==> config.mk <==
export PLATFORM = sky130hd
export DESIGN_NAME = c0_exc_ctrl_flat
export DESIGN_NICKNAME = d
export VERILOG_FILES = /design/src/rtl/c0_exc_ctrl_if.sv /design/src/rtl/c0_exc_ctrl.sv /design/src/flat_wrapper.sv
export SDC_FILE = /design/constraint.sdc
export NUM_CORES = 1
export LEC_CHECK = 0
export CAP_MARGIN = 20
export CORE_ASPECT_RATIO = 1.25
export CORE_MARGIN = 3
export CORE_UTILIZATION = 48
export DETAILED_ROUTE_END_ITERATION = 8
export PLACE_DENSITY_LB_ADDON = 0.12
export SKIP_CTS_REPAIR_TIMING = 1
export SYNTH_ARGS = -nofsm -noshare
export SYNTH_HDL_FRONTEND = slang
export SYNTH_SLANG_ARGS = --single-unit
==> constraint.sdc <==
create_clock -name sys_clk -period 2.9 [get_ports sys_clk]
set_clock_uncertainty 0.05 [all_clocks]
set_input_delay 0.58 -clock sys_clk [delete_from_list [all_inputs] [get_ports sys_clk]]
set_output_delay 0.58 -clock sys_clk [all_outputs]
set_load 0.01 [all_outputs]
==> src/rtl/c0_exc_ctrl_if.sv <==
// Commit-stage, interrupt and mtc0/mfc0 signal bundle between the pipeline
// (master) and the CP0 exception controller (slave).
interface c0_exc_ctrl_if #(
   parameter int NUM_HW_INT = 6
);
   logic [NUM_HW_INT-1:0] hw_int;
   logic                  pc_valid;
   logic [31:0]           pc_i;
   logic                  in_delay_slot;
   logic                  sync_exc;
   logic [4:0]            exc_code_i;
   logic                  eret;
   logic                  c0_we;
   logic [4:0]            c0_waddr;
   logic [31:0]           c0_wdata;
   logic [4:0]            c0_raddr;
   logic [31:0]           c0_rdata;
   logic                  flush;
   logic [31:0]           redirect_pc;
   logic                  int_pending;

   modport master (
      output hw_int, pc_valid, pc_i, in_delay_slot, sync_exc, exc_code_i, eret,
             c0_we, c0_waddr, c0_wdata, c0_raddr,
      input  c0_rdata, flush, redirect_pc, int_pending
   );

   modport slave (
      input  hw_int, pc_valid, pc_i, in_delay_slot, sync_exc, exc_code_i, eret,
             c0_we, c0_waddr, c0_wdata, c0_raddr,
      output c0_rdata, flush, redirect_pc, int_pending
   );
endinterface

==> src/rtl/c0_exc_ctrl.sv <==
// CP0 exception/interrupt controller: owns Count, Compare, Status, Cause, EPC,
// arbitrates sync exceptions, interrupts and ERET at commit, and issues a
// one-cycle flush with redirect PC.
module c0_exc_ctrl #(
   parameter logic [31:0] HANDLER_ADDR = 32'h0000_0180,
   parameter int          NUM_HW_INT   = 6
) (
   input  logic         sys_clk,
   input  logic         rst,
   c0_exc_ctrl_if.slave bus
);
   localparam logic [4:0] REG_COUNT   = 5'd9;
   localparam logic [4:0] REG_COMPARE = 5'd11;
   localparam logic [4:0] REG_STATUS  = 5'd12;
   localparam logic [4:0] REG_CAUSE   = 5'd13;
   localparam logic [4:0] REG_EPC     = 5'd14;

   typedef enum logic [1:0] {RUN, TRAP, RET} state_t;

   state_t                state_q, state_d;
   logic [31:0]           count_q, compare_q, epc_q, redirect_q;
   logic                  cnt_tog_q;
   logic [7:0]            im_q;
   logic                  exl_q, ie_q;
   logic                  bd_q, ti_q;
   logic [1:0]            ip_sw_q;
   logic [NUM_HW_INT-1:0] ip_hw_q;
   logic [4:0]            exc_code_q;

   logic [7:0]            cause_ip;
   logic                  int_pend;
   logic                  take_sync, take_int, take_eret, take_exc, take_any;
   logic                  wr_count, wr_compare, wr_status, wr_cause, wr_epc;
   logic [31:0]           count_d;
   logic                  count_upd;
   logic [31:0]           rdata;

   // Assemble Cause.IP: software bits, mirrored hw lines, timer folded into IP7
   always_comb begin
      cause_ip                      = '0;
      cause_ip[1:0]                 = ip_sw_q;
      cause_ip[2+NUM_HW_INT-1:2]    = ip_hw_q;
      cause_ip[7]                   = cause_ip[7] | ti_q;
   end

   assign int_pend        = (|(cause_ip & im_q)) & ie_q & ~exl_q;
   assign bus.int_pending = int_pend;
   assign bus.flush       = (state_q != RUN);
   assign bus.redirect_pc = redirect_q;

   // Commit arbitration: sync exception > interrupt > eret, only while in RUN
   always_comb begin
      state_d   = RUN;
      take_sync = 1'b0;
      take_int  = 1'b0;
      take_eret = 1'b0;
      if (state_q == RUN && bus.pc_valid) begin
         if (bus.sync_exc) begin
            take_sync = 1'b1;
            state_d   = TRAP;
         end else if (int_pend) begin
            take_int = 1'b1;
            state_d  = TRAP;
         end else if (bus.eret) begin
            take_eret = 1'b1;
            state_d   = RET;
         end
      end
   end

   assign take_exc = take_sync | take_int;
   assign take_any = take_exc | take_eret;

   // Status/Cause/EPC writes lose to a same-cycle exception or ERET
   assign wr_count   = bus.c0_we && (bus.c0_waddr == REG_COUNT);
   assign wr_compare = bus.c0_we && (bus.c0_waddr == REG_COMPARE);
   assign wr_status  = bus.c0_we && (bus.c0_waddr == REG_STATUS) && !take_any;
   assign wr_cause   = bus.c0_we && (bus.c0_waddr == REG_CAUSE)  && !take_any;
   assign wr_epc     = bus.c0_we && (bus.c0_waddr == REG_EPC)    && !take_any;

   // Timer match is only evaluated when Count actually takes a new value, so
   // the idle Count==Compare==0 state after reset does not raise TI.
   assign count_d   = wr_count ? bus.c0_wdata : count_q + {31'b0, cnt_tog_q};
   assign count_upd = wr_count | cnt_tog_q;

   // FSM state register
   always_ff @(posedge sys_clk) begin
      if (rst) state_q <= RUN;
      else     state_q <= state_d;
   end

   // Half-rate Count, Compare and timer interrupt flag
   always_ff @(posedge sys_clk) begin
      if (rst) begin
         count_q   <= '0;
         cnt_tog_q <= 1'b0;
         compare_q <= '0;
         ti_q      <= 1'b0;
      end else begin
         count_q   <= count_d;
         cnt_tog_q <= wr_count ? 1'b0 : ~cnt_tog_q;
         if (wr_compare) begin
            compare_q <= bus.c0_wdata;
            ti_q      <= 1'b0;
         end else if (count_upd && (count_d == compare_q)) begin
            ti_q <= 1'b1;
         end
      end
   end

   // Status: exception entry/return own EXL, otherwise mtc0
   always_ff @(posedge sys_clk) begin
      if (rst) begin
         im_q  <= '0;
         exl_q <= 1'b0;
         ie_q  <= 1'b0;
      end else if (take_exc) begin
         exl_q <= 1'b1;
      end else if (take_eret) begin
         exl_q <= 1'b0;
      end else if (wr_status) begin
         im_q  <= bus.c0_wdata[15:8];
         exl_q <= bus.c0_wdata[1];
         ie_q  <= bus.c0_wdata[0];
      end
   end

   // Cause, EPC and redirect target; nested exceptions keep the original EPC/BD
   always_ff @(posedge sys_clk) begin
      if (rst) begin
         ip_hw_q    <= '0;
         ip_sw_q    <= '0;
         bd_q       <= 1'b0;
         exc_code_q <= '0;
         epc_q      <= '0;
         redirect_q <= '0;
      end else begin
         ip_hw_q <= bus.hw_int;
         if (wr_cause) ip_sw_q <= bus.c0_wdata[9:8];
         if (take_exc) begin
            exc_code_q <= take_sync ? bus.exc_code_i : 5'd0;
            redirect_q <= HANDLER_ADDR;
            if (!exl_q) begin
               bd_q  <= bus.in_delay_slot;
               epc_q <= bus.in_delay_slot ? bus.pc_i - 32'd4 : bus.pc_i;
            end
         end else if (take_eret) begin
            redirect_q <= epc_q;
         end else if (wr_epc) begin
            epc_q <= bus.c0_wdata;
         end
      end
   end

   // mfc0 read mux
   always_comb begin
      rdata = '0;
      case (bus.c0_raddr)
         REG_COUNT:   rdata = count_q;
         REG_COMPARE: rdata = compare_q;
         REG_STATUS:  rdata = {16'b0, im_q, 6'b0, exl_q, ie_q};
         REG_CAUSE:   rdata = {bd_q, ti_q, 14'b0, cause_ip, 1'b0, exc_code_q, 2'b0};
         REG_EPC:     rdata = epc_q;
         default:     rdata = '0;
      endcase
   end

   assign bus.c0_rdata = rdata;
endmodule

==> src/flat_wrapper.sv <==
// flat-port wrapper written by rule: the top's interface ports become plain ports
module c0_exc_ctrl_flat 
#(
   parameter logic [31:0] HANDLER_ADDR = 32'h0000_0180,
   parameter int          NUM_HW_INT   = 6
)
  (sys_clk, rst, bus_hw_int, bus_pc_valid, bus_pc_i, bus_in_delay_slot, bus_sync_exc, bus_exc_code_i, bus_eret, bus_c0_we, bus_c0_waddr, bus_c0_wdata, bus_c0_raddr, bus_c0_rdata, bus_flush, bus_redirect_pc, bus_int_pending);
  c0_exc_ctrl_if #(.NUM_HW_INT(NUM_HW_INT)) bus_i ();
  input  logic sys_clk;
  input  logic rst;
  input wire logic [$bits(bus_i.hw_int)-1:0] bus_hw_int;
  input wire logic [$bits(bus_i.pc_valid)-1:0] bus_pc_valid;
  input wire logic [$bits(bus_i.pc_i)-1:0] bus_pc_i;
  input wire logic [$bits(bus_i.in_delay_slot)-1:0] bus_in_delay_slot;
  input wire logic [$bits(bus_i.sync_exc)-1:0] bus_sync_exc;
  input wire logic [$bits(bus_i.exc_code_i)-1:0] bus_exc_code_i;
  input wire logic [$bits(bus_i.eret)-1:0] bus_eret;
  input wire logic [$bits(bus_i.c0_we)-1:0] bus_c0_we;
  input wire logic [$bits(bus_i.c0_waddr)-1:0] bus_c0_waddr;
  input wire logic [$bits(bus_i.c0_wdata)-1:0] bus_c0_wdata;
  input wire logic [$bits(bus_i.c0_raddr)-1:0] bus_c0_raddr;
  output wire logic [$bits(bus_i.c0_rdata)-1:0] bus_c0_rdata;
  output wire logic [$bits(bus_i.flush)-1:0] bus_flush;
  output wire logic [$bits(bus_i.redirect_pc)-1:0] bus_redirect_pc;
  output wire logic [$bits(bus_i.int_pending)-1:0] bus_int_pending;
  assign bus_i.hw_int = bus_hw_int;
  assign bus_i.pc_valid = bus_pc_valid;
  assign bus_i.pc_i = bus_pc_i;
  assign bus_i.in_delay_slot = bus_in_delay_slot;
  assign bus_i.sync_exc = bus_sync_exc;
  assign bus_i.exc_code_i = bus_exc_code_i;
  assign bus_i.eret = bus_eret;
  assign bus_i.c0_we = bus_c0_we;
  assign bus_i.c0_waddr = bus_c0_waddr;
  assign bus_i.c0_wdata = bus_c0_wdata;
  assign bus_i.c0_raddr = bus_c0_raddr;
  assign bus_c0_rdata = bus_i.c0_rdata;
  assign bus_flush = bus_i.flush;
  assign bus_redirect_pc = bus_i.redirect_pc;
  assign bus_int_pending = bus_i.int_pending;
  c0_exc_ctrl #(.HANDLER_ADDR(HANDLER_ADDR), .NUM_HW_INT(NUM_HW_INT)) u_core (.sys_clk(sys_clk), .rst(rst), .bus(bus_i));
endmodule
==> out/metrics.cfg, run 1 <==
[run_status]
status=complete, but fails checks
violations=setup timing

[worst_setup_path]
required_ns=3.19
timing.rr.start=u_core.count_q[0]
cp-end-kind=register
r2r-end=u_core.ti_q
crit_start=u_core.count_q[0]
worstPathCellList=ha_4 -> ha_4 -> buf_4 -> nand4_1 -> buf_4 -> buf_4 -> nor4_1 -> xnor2_1 -> a211oi_1 -> nor4_1 -> and3_1 -> nand4_1 -> o31ai_1
rrSetupSlack_ns=-0.09
crit_path_frequent_cell=buf_4
cp_slowest_stage_delay_ns=0.40
slowest_stage=nor4_1
rr_worst_depth=13
cp.arrival_ns=3.28
cp_max_fo=7
worst-setup-path-type=reg2reg
path_buf_inv=3
cp-start-kind=register
critical-path-top-delay-family=simple AND/OR/NAND/NOR gates

[drt]
wl_met3_um=2880
drc=0
routedWlPerCell_um=21.3
first_pass_iters=5
viasPerCell=5.96
top_layer=met4
wl_met1_um=14300
drtAntennaViolNets=0
wl_met2_um=16900
wirelength_um=36000
drtIter0Drc=1054
vias=10100

[die]
fp.coreArea_um2=18200
initial_core_util_pct=49.0
die_w_um=128
rows=55
fp.dieArea_um2=20200
die_y_um=158
io-pin-count=158

[clock_network]
cts_tree=yes
worstSkewPairLatency_ns=0.43
cts_root_buf=clkbuf_16
cts.path.max_buffers=2
htreeDepth=4
clkSinkCount=156
cts_buffers=17
path_clk_slew_ns=0.07

[timing]
setup_ws_ns=-0.0916
hold_viol_final=0
tightest_slew_ns=0.613
max_freq_mhz=334
finalMaxSlewViolations=0
relSlewSlack_pct=59.2
post-route-period-util_pct=103
rsz0062_at_grt=true
tns_ns=-0.0916
fin_crit_ns=2.99
setup_viol=1

[run]
max_cap_viol_count=0

[cells_and_area]
area.growth.synth_to_final_pct=44.6
final_cell_mix=nand2_1 (183), buf_4 (177), dfxtp_1 (154)
final_cells=1688
layout_commonest_cell=nand2_1
antenna_cells=0
fill_cells=1488
drive_gt1_share_pct=19.8
nets=1542

[power_and_ir_drop]
leakage_nw=5.23
peakVddDrop_v=0.000406
p_int_mw=3.97
p_sw_mw=1.46
switching_share_pct=26.9
pwr-share-comb_pct=13.7
clkPwrFrac_pct=44.6
power_density_nw_per_um2=421
seq_power_share_pct=41.7

[global_routing]
grt_pass1_wl_um=53500
grt_max_degree=125
grt.overflow.total=0
track_usage_pct=34.4
antenna_found_initial=0
grt_pass1_vias=9334

[synthesis]
syn_area_um2=8910
synth_edf_count=0
yosysUniqueCellTypes=66
yosysWarnings=0
synth_cells=1163
async_flop_share_pct=0
syn_area_per_cell_um2=7.66
ys_ff_latch=156
synth_nets=1258
synth_ff_type=dfxtp_1
synth_seq_area_share_pct=35.0

[place]
place.gp.congestion=1.02
placed_cells=1645
dp_hpwl_um=27500
io_buffer_count=157

[hold_path]
whs_endpoint=u_core.bus.redirect_pc[5]
min-delay-path-class=reg2reg
min_from=u_core.bus.redirect_pc[5]
hold-path-cell-count=2

==> flip-flops by register name (all words and copies together), names as in the netlist <==
name	flops
u_core.bus.redirect_pc	32
u_core.cnt_tog_q	1
u_core.im_q	8
u_core.exc_code_q	5
u_core.state_q	2
u_core.ip_sw_q	2
u_core.ti_q	1
u_core.ie_q	1
u_core.epc_q	32
u_core.ip_hw_q	6
u_core.count_q	32
u_core.exl_q	1
u_core.compare_q	32
u_core.bd_q	1
==> cells by family (layout without fill, tap and decap cells) <==
group / count (synthesis) / in the layout / share of synthesized area, %
flops: 156 / 156 / 35.0
xor+xnor: 86 / 86 / 8.61
simple gates: 491 / 491 / 26.5
compound gates: 290 / 290 / 21.4
mux: 30 / 30 / 3.48
fa+ha+maj: 3 / 3 / 0.421
buf+inv: 107 / 404 / 4.55
==> metrics by stage <==
| stage | hold slack, ns | cell area [um2] | worst slack, ns | power (mW) | util, % |
|---|---|---|---|---|---|
| floorplan | 0.392 | 8910 | -0.124 | 2.58 | - |
| global placement | 0.391 | 12000 | -0.542 | 3.01 | 65.9 |
| detailed placement | 0.397 | 12000 | -0.577 | 3.02 | 65.9 |
| CTS | 0.406 | 12600 | -0.388 | 5.42 | 69.4 |
| global route | 0.421 | 12900 | -0.187 | 5.58 | 70.9 |
| finish | 0.403 | 12900 | -0.0916 | 5.43 | 70.9 |
==> cells in the mapped netlist, drive strengths merged (3+ instances only) <==
| library cell | number | share of area [%] |
|---|---|---|
| nor2b | 10 | 0.70 |
| o22ai | 7 | 0.49 |
| a211oi | 51 | 4.3 |
| and3 | 9 | 0.63 |
| and4 | 3 | 0.29 |
| nand3b | 5 | 0.42 |
| a21oi | 124 | 7.0 |
| or4 | 10 | 0.88 |
| ha | 3 | 0.42 |
| nor3 | 17 | 0.95 |
| nand3 | 39 | 2.3 |
| mux2i | 22 | 2.5 |
| nor3b | 4 | 0.34 |
| a221oi | 5 | 0.49 |
| or3 | 15 | 1.1 |
| buf | 8 | 0.37 |
| o211ai | 4 | 0.34 |
| xor2 | 35 | 3.4 |
| a22oi | 5 | 0.42 |
| nor4 | 20 | 2.0 |
| nand4 | 18 | 1.3 |
| mux2 | 8 | 1.0 |
| inv | 20 | 0.84 |
| a221o | 14 | 1.6 |
| a311oi | 4 | 0.39 |
| o21ai | 21 | 1.2 |
| a22o | 31 | 3.0 |
| clkbuf | 79 | 3.3 |
| nand4b | 3 | 0.29 |
| o31ai | 3 | 0.25 |
| dfxtp | 156 | 35 |
| nand2 | 184 | 7.8 |
| a31oi | 5 | 0.35 |
| xnor2 | 50 | 4.9 |
| nand2b | 5 | 0.35 |
| nor2 | 137 | 5.8 |
==> cell type report <==
type                       count  area, um2  share of cell area [%]
inverter                      20       75.1                   0.583
multi-input combinational    900       5560                    43.1
tap                          228        285                    2.21
sequential                   156       3130                    24.3
clock inverter                14        194                    1.50
clock buffer                  18        439                    3.41
timing repair buffer         352       3210                    24.9
==> per-layer routing <==
layer / GRT usage [%] / up-vias
met3: 5.74 / 114
met5: 0 / -
met4: 15.6 / 0
met2: 57.1 / 510
met1: 44.0 / 4711
li1: - / 4730
==> worst min-delay path, cell delays in order, from the launching register on <==
cell and delay (ns):
dfxtp_1 0.31, nand2_1 0.05, a21oi_1 0.05
==> worst max path at each step <==
stage / cells past startpoint / to / slack, ns
global route: 11 / u_core.ti_q / -0.19
CTS: 7 / bus_c0_rdata[31] / -0.39
floorplan: 8 / u_core.epc_q[31] / -0.12
global placement: 10 / u_core.epc_q[17] / -0.54
detailed placement: 9 / u_core.epc_q[31] / -0.58
finish: 13 / u_core.ti_q / -0.09
==> power groups by stage <==
| stage | Sequential, mW | Clock [mW] | Combinational, mW |
|---|---|---|---|
| final | 2.26 | 2.42 | 0.745 |
| after global routing | 2.26 | 2.52 | 0.794 |
| after CTS | 2.26 | 2.44 | 0.722 |
| after detailed placement | 2.30 | 0 | 0.716 |
| after global placement | 2.30 | 0 | 0.711 |
| after floorplan | 2.28 | 0 | 0.302 |
No activity file was read; power rests on OpenSTA's default activity.
==> run 2, diff against run 1 <==
==> constraint.sdc (replaced) <==
create_clock -name sys_clk -period 2.9 [get_ports sys_clk]
set_clock_uncertainty 0.05 [all_clocks]
set_input_delay 0.435 -clock sys_clk [delete_from_list [all_inputs] [get_ports sys_clk]]
set_output_delay 0.435 -clock sys_clk [all_outputs]
set_load 0.01 [all_outputs]
==> run 2 against run 1 <==
  * Sequential cell count did not move
  * Clock power grew 5%
  * Combinational power down 3.9%
  * Final cell count shrank 1.8%
  * Register-to-register slack barely moved
  * Hold slack worse by 0.062 ns
  * First-iteration DRC count down 4.7%
  * Global-route usage decreased by 0.23 points
  * Design area down 1.8%
  * The run still ends with setup timing left
==> out/metrics.cfg, run 2 (synthesis results as in run 1) <==
[hold_path]
min_from=rst  ; was u_core.bus.redirect_pc[5]
hold-path-cell-count=2  ; unchanged
whs_endpoint=u_core.state_q[1]  ; was u_core.bus.redirect_pc[5]
min-delay-path-class=in2reg  ; was reg2reg

[timing]
fin_crit_ns=3.00  ; was 2.99 ns
max_freq_mhz=333  ; was 334 MHz
post-route-period-util_pct=103  ; about the same
hold_viol_final=0  ; unchanged
tns_ns=-0.0993  ; was -0.0916 ns
relSlewSlack_pct=56.0  ; was 59.2%
setup_ws_ns=-0.0993  ; was -0.0916 ns
finalMaxSlewViolations=0  ; unchanged
setup_viol=1  ; unchanged
rsz0062_at_grt=true  ; unchanged
tightest_slew_ns=0.660  ; was 0.613 ns

[place]
dp_hpwl_um=27100  ; was 27500 um
io_buffer_count=157  ; unchanged
preCtsSetupSlack_ns=-0.438  ; was -0.577 ns
place.gp.congestion=1.03  ; was 1.02
placed_cells=1620  ; was 1645

[cells_and_area]
drive_gt1_share_pct=18.1  ; was 19.8%
final_cell_mix=nand2_1 (183), dfxtp_1 (156), buf_4 (155)  ; was nand2_1 (183), buf_4 (177), dfxtp_1 (154)
fin_util_pct=69.6  ; was 70.9%
fill_cells=1558  ; was 1488
final_cells=1657  ; was 1688
nets=1511  ; was 1542
area.growth.synth_to_final_pct=42.0  ; was 44.6%
antenna_cells=0  ; unchanged
layout_commonest_cell=nand2_1  ; unchanged

[drt]
drtAntennaViolNets=0  ; unchanged
drtIter0Drc=1004  ; was 1054
wirelength_um=35600  ; was 36000 um
drc=0  ; unchanged
first_pass_iters=5  ; unchanged
vias=9830  ; was 10100
routedWlPerCell_um=21.5  ; was 21.3 um
viasPerCell=5.93  ; was 5.96

[power_and_ir_drop]
power_density_nw_per_um2=437  ; was 421 nW/um2
leakage_nw=5.16  ; was 5.23 nW
total_power_mw=5.52  ; was 5.43 mW
peakVddDrop_v=0.000405  ; was 0.000406 V

[clock_network]
path_clk_slew_ns=0.07  ; about the same
cts_buffers=17  ; unchanged
cts_root_buf=clkbuf_16  ; unchanged
cts.path.max_buffers=2  ; unchanged
cts_tree=yes  ; unchanged
worstSkewPairLatency_ns=0.44  ; was 0.43 ns
htreeDepth=4  ; unchanged
clkSinkCount=156  ; unchanged

[run_status]
violations=setup timing  ; unchanged
status=complete, but fails checks  ; unchanged

[global_routing]
antenna_found_initial=1  ; was 0
grt_pass1_vias=9296  ; was 9334
grt_max_degree=59  ; was 125
track_usage_pct=34.2  ; was 34.4%
grt_pass1_wl_um=53200  ; was 53500 um
grt.overflow.total=0  ; unchanged

[die]
fp.dieArea_um2=20200  ; unchanged
die_w_um=128  ; unchanged
rows=55  ; unchanged
initial_core_util_pct=49.0  ; unchanged
io-pin-count=158  ; unchanged
die_y_um=158  ; unchanged
fp.coreArea_um2=18200  ; unchanged

[worst_setup_path]
timing.rr.start=u_core.count_q[0]  ; unchanged
cp-end-kind=register  ; unchanged
r2r-end=u_core.ti_q  ; unchanged
cp_max_fo=7  ; unchanged
rr_worst_depth=11  ; was 13
cp.arrival_ns=3.31  ; was 3.28 ns
rrSetupSlack_ns=-0.1  ; was -0.09 ns
cp-start-kind=register  ; unchanged
worst-setup-path-type=reg2reg  ; unchanged
required_ns=3.21  ; was 3.19 ns

[run]
max_cap_viol_count=0  ; unchanged

run 2: report_power, final:
part           total (mW)  internal (mW)  leakage, nW  switching [mW]
sequential           2.26           2.20         1.26          0.0598
combinational       0.716          0.338         3.57           0.378
clock                2.55           1.50        0.324            1.05
total                5.52           4.04         5.16            1.48
run 2: final cells by class:
type | instances | area, um2 | area share (%)
clock buffers | 18 | 439 | 3.47
clock inverters | 14 | 218 | 1.72
inverters | 20 | 75.1 | 0.593
multi-input cells | 900 | 5580 | 44.1
flip-flops and latches | 156 | 3120 | 24.7
well taps | 228 | 285 | 2.25
repair buffers | 321 | 2940 | 23.2
run 2: how the worst max path moves through the flow:
stage,start,endpoint,cells after the start
CTS,u_core.count_q[0],u_core.ti_q,11
finish,u_core.count_q[0],u_core.ti_q,11
global route,u_core.count_q[0],u_core.ti_q,11
floorplan,u_core.cnt_tog_q,u_core.ti_q,11
detailed placement,bus_pc_i[10],u_core.epc_q[31],9
global placement,bus_pc_i[10],u_core.epc_q[31],9
run 2: worst max-delay path, stage by stage (launching register included):
cell,delay [ns]
dfxtp_1,0.35
ha_2,0.20
ha_2,0.22
nand4_1,0.12
buf_4,0.19
or3_1,0.38
xnor2_2,0.22
a21oi_1,0.23
a211o_1,0.30
nor4_2,0.31
a21oi_1,0.15
o31ai_1,0.19
run 2: per-layer routing:
metal  vias to the layer above  GRT usage [%]  wire (um)
li1                       4661              -          -
met1                      4607           43.8      14300
met2                       455           55.6      16800
met3                       105           6.48       2780
met4                         2           16.3       1700
met5                         -              0         12
run 2: through the flow:
step	area (um2)	hold WS, ns
6_report	12700	0.341
5_1_grt	12700	0.351
4_1_cts	12400	0.331
3_5_place_dp	11700	0.396
3_3_place_gp	11700	0.392
2_1_floorplan	8910	0.392
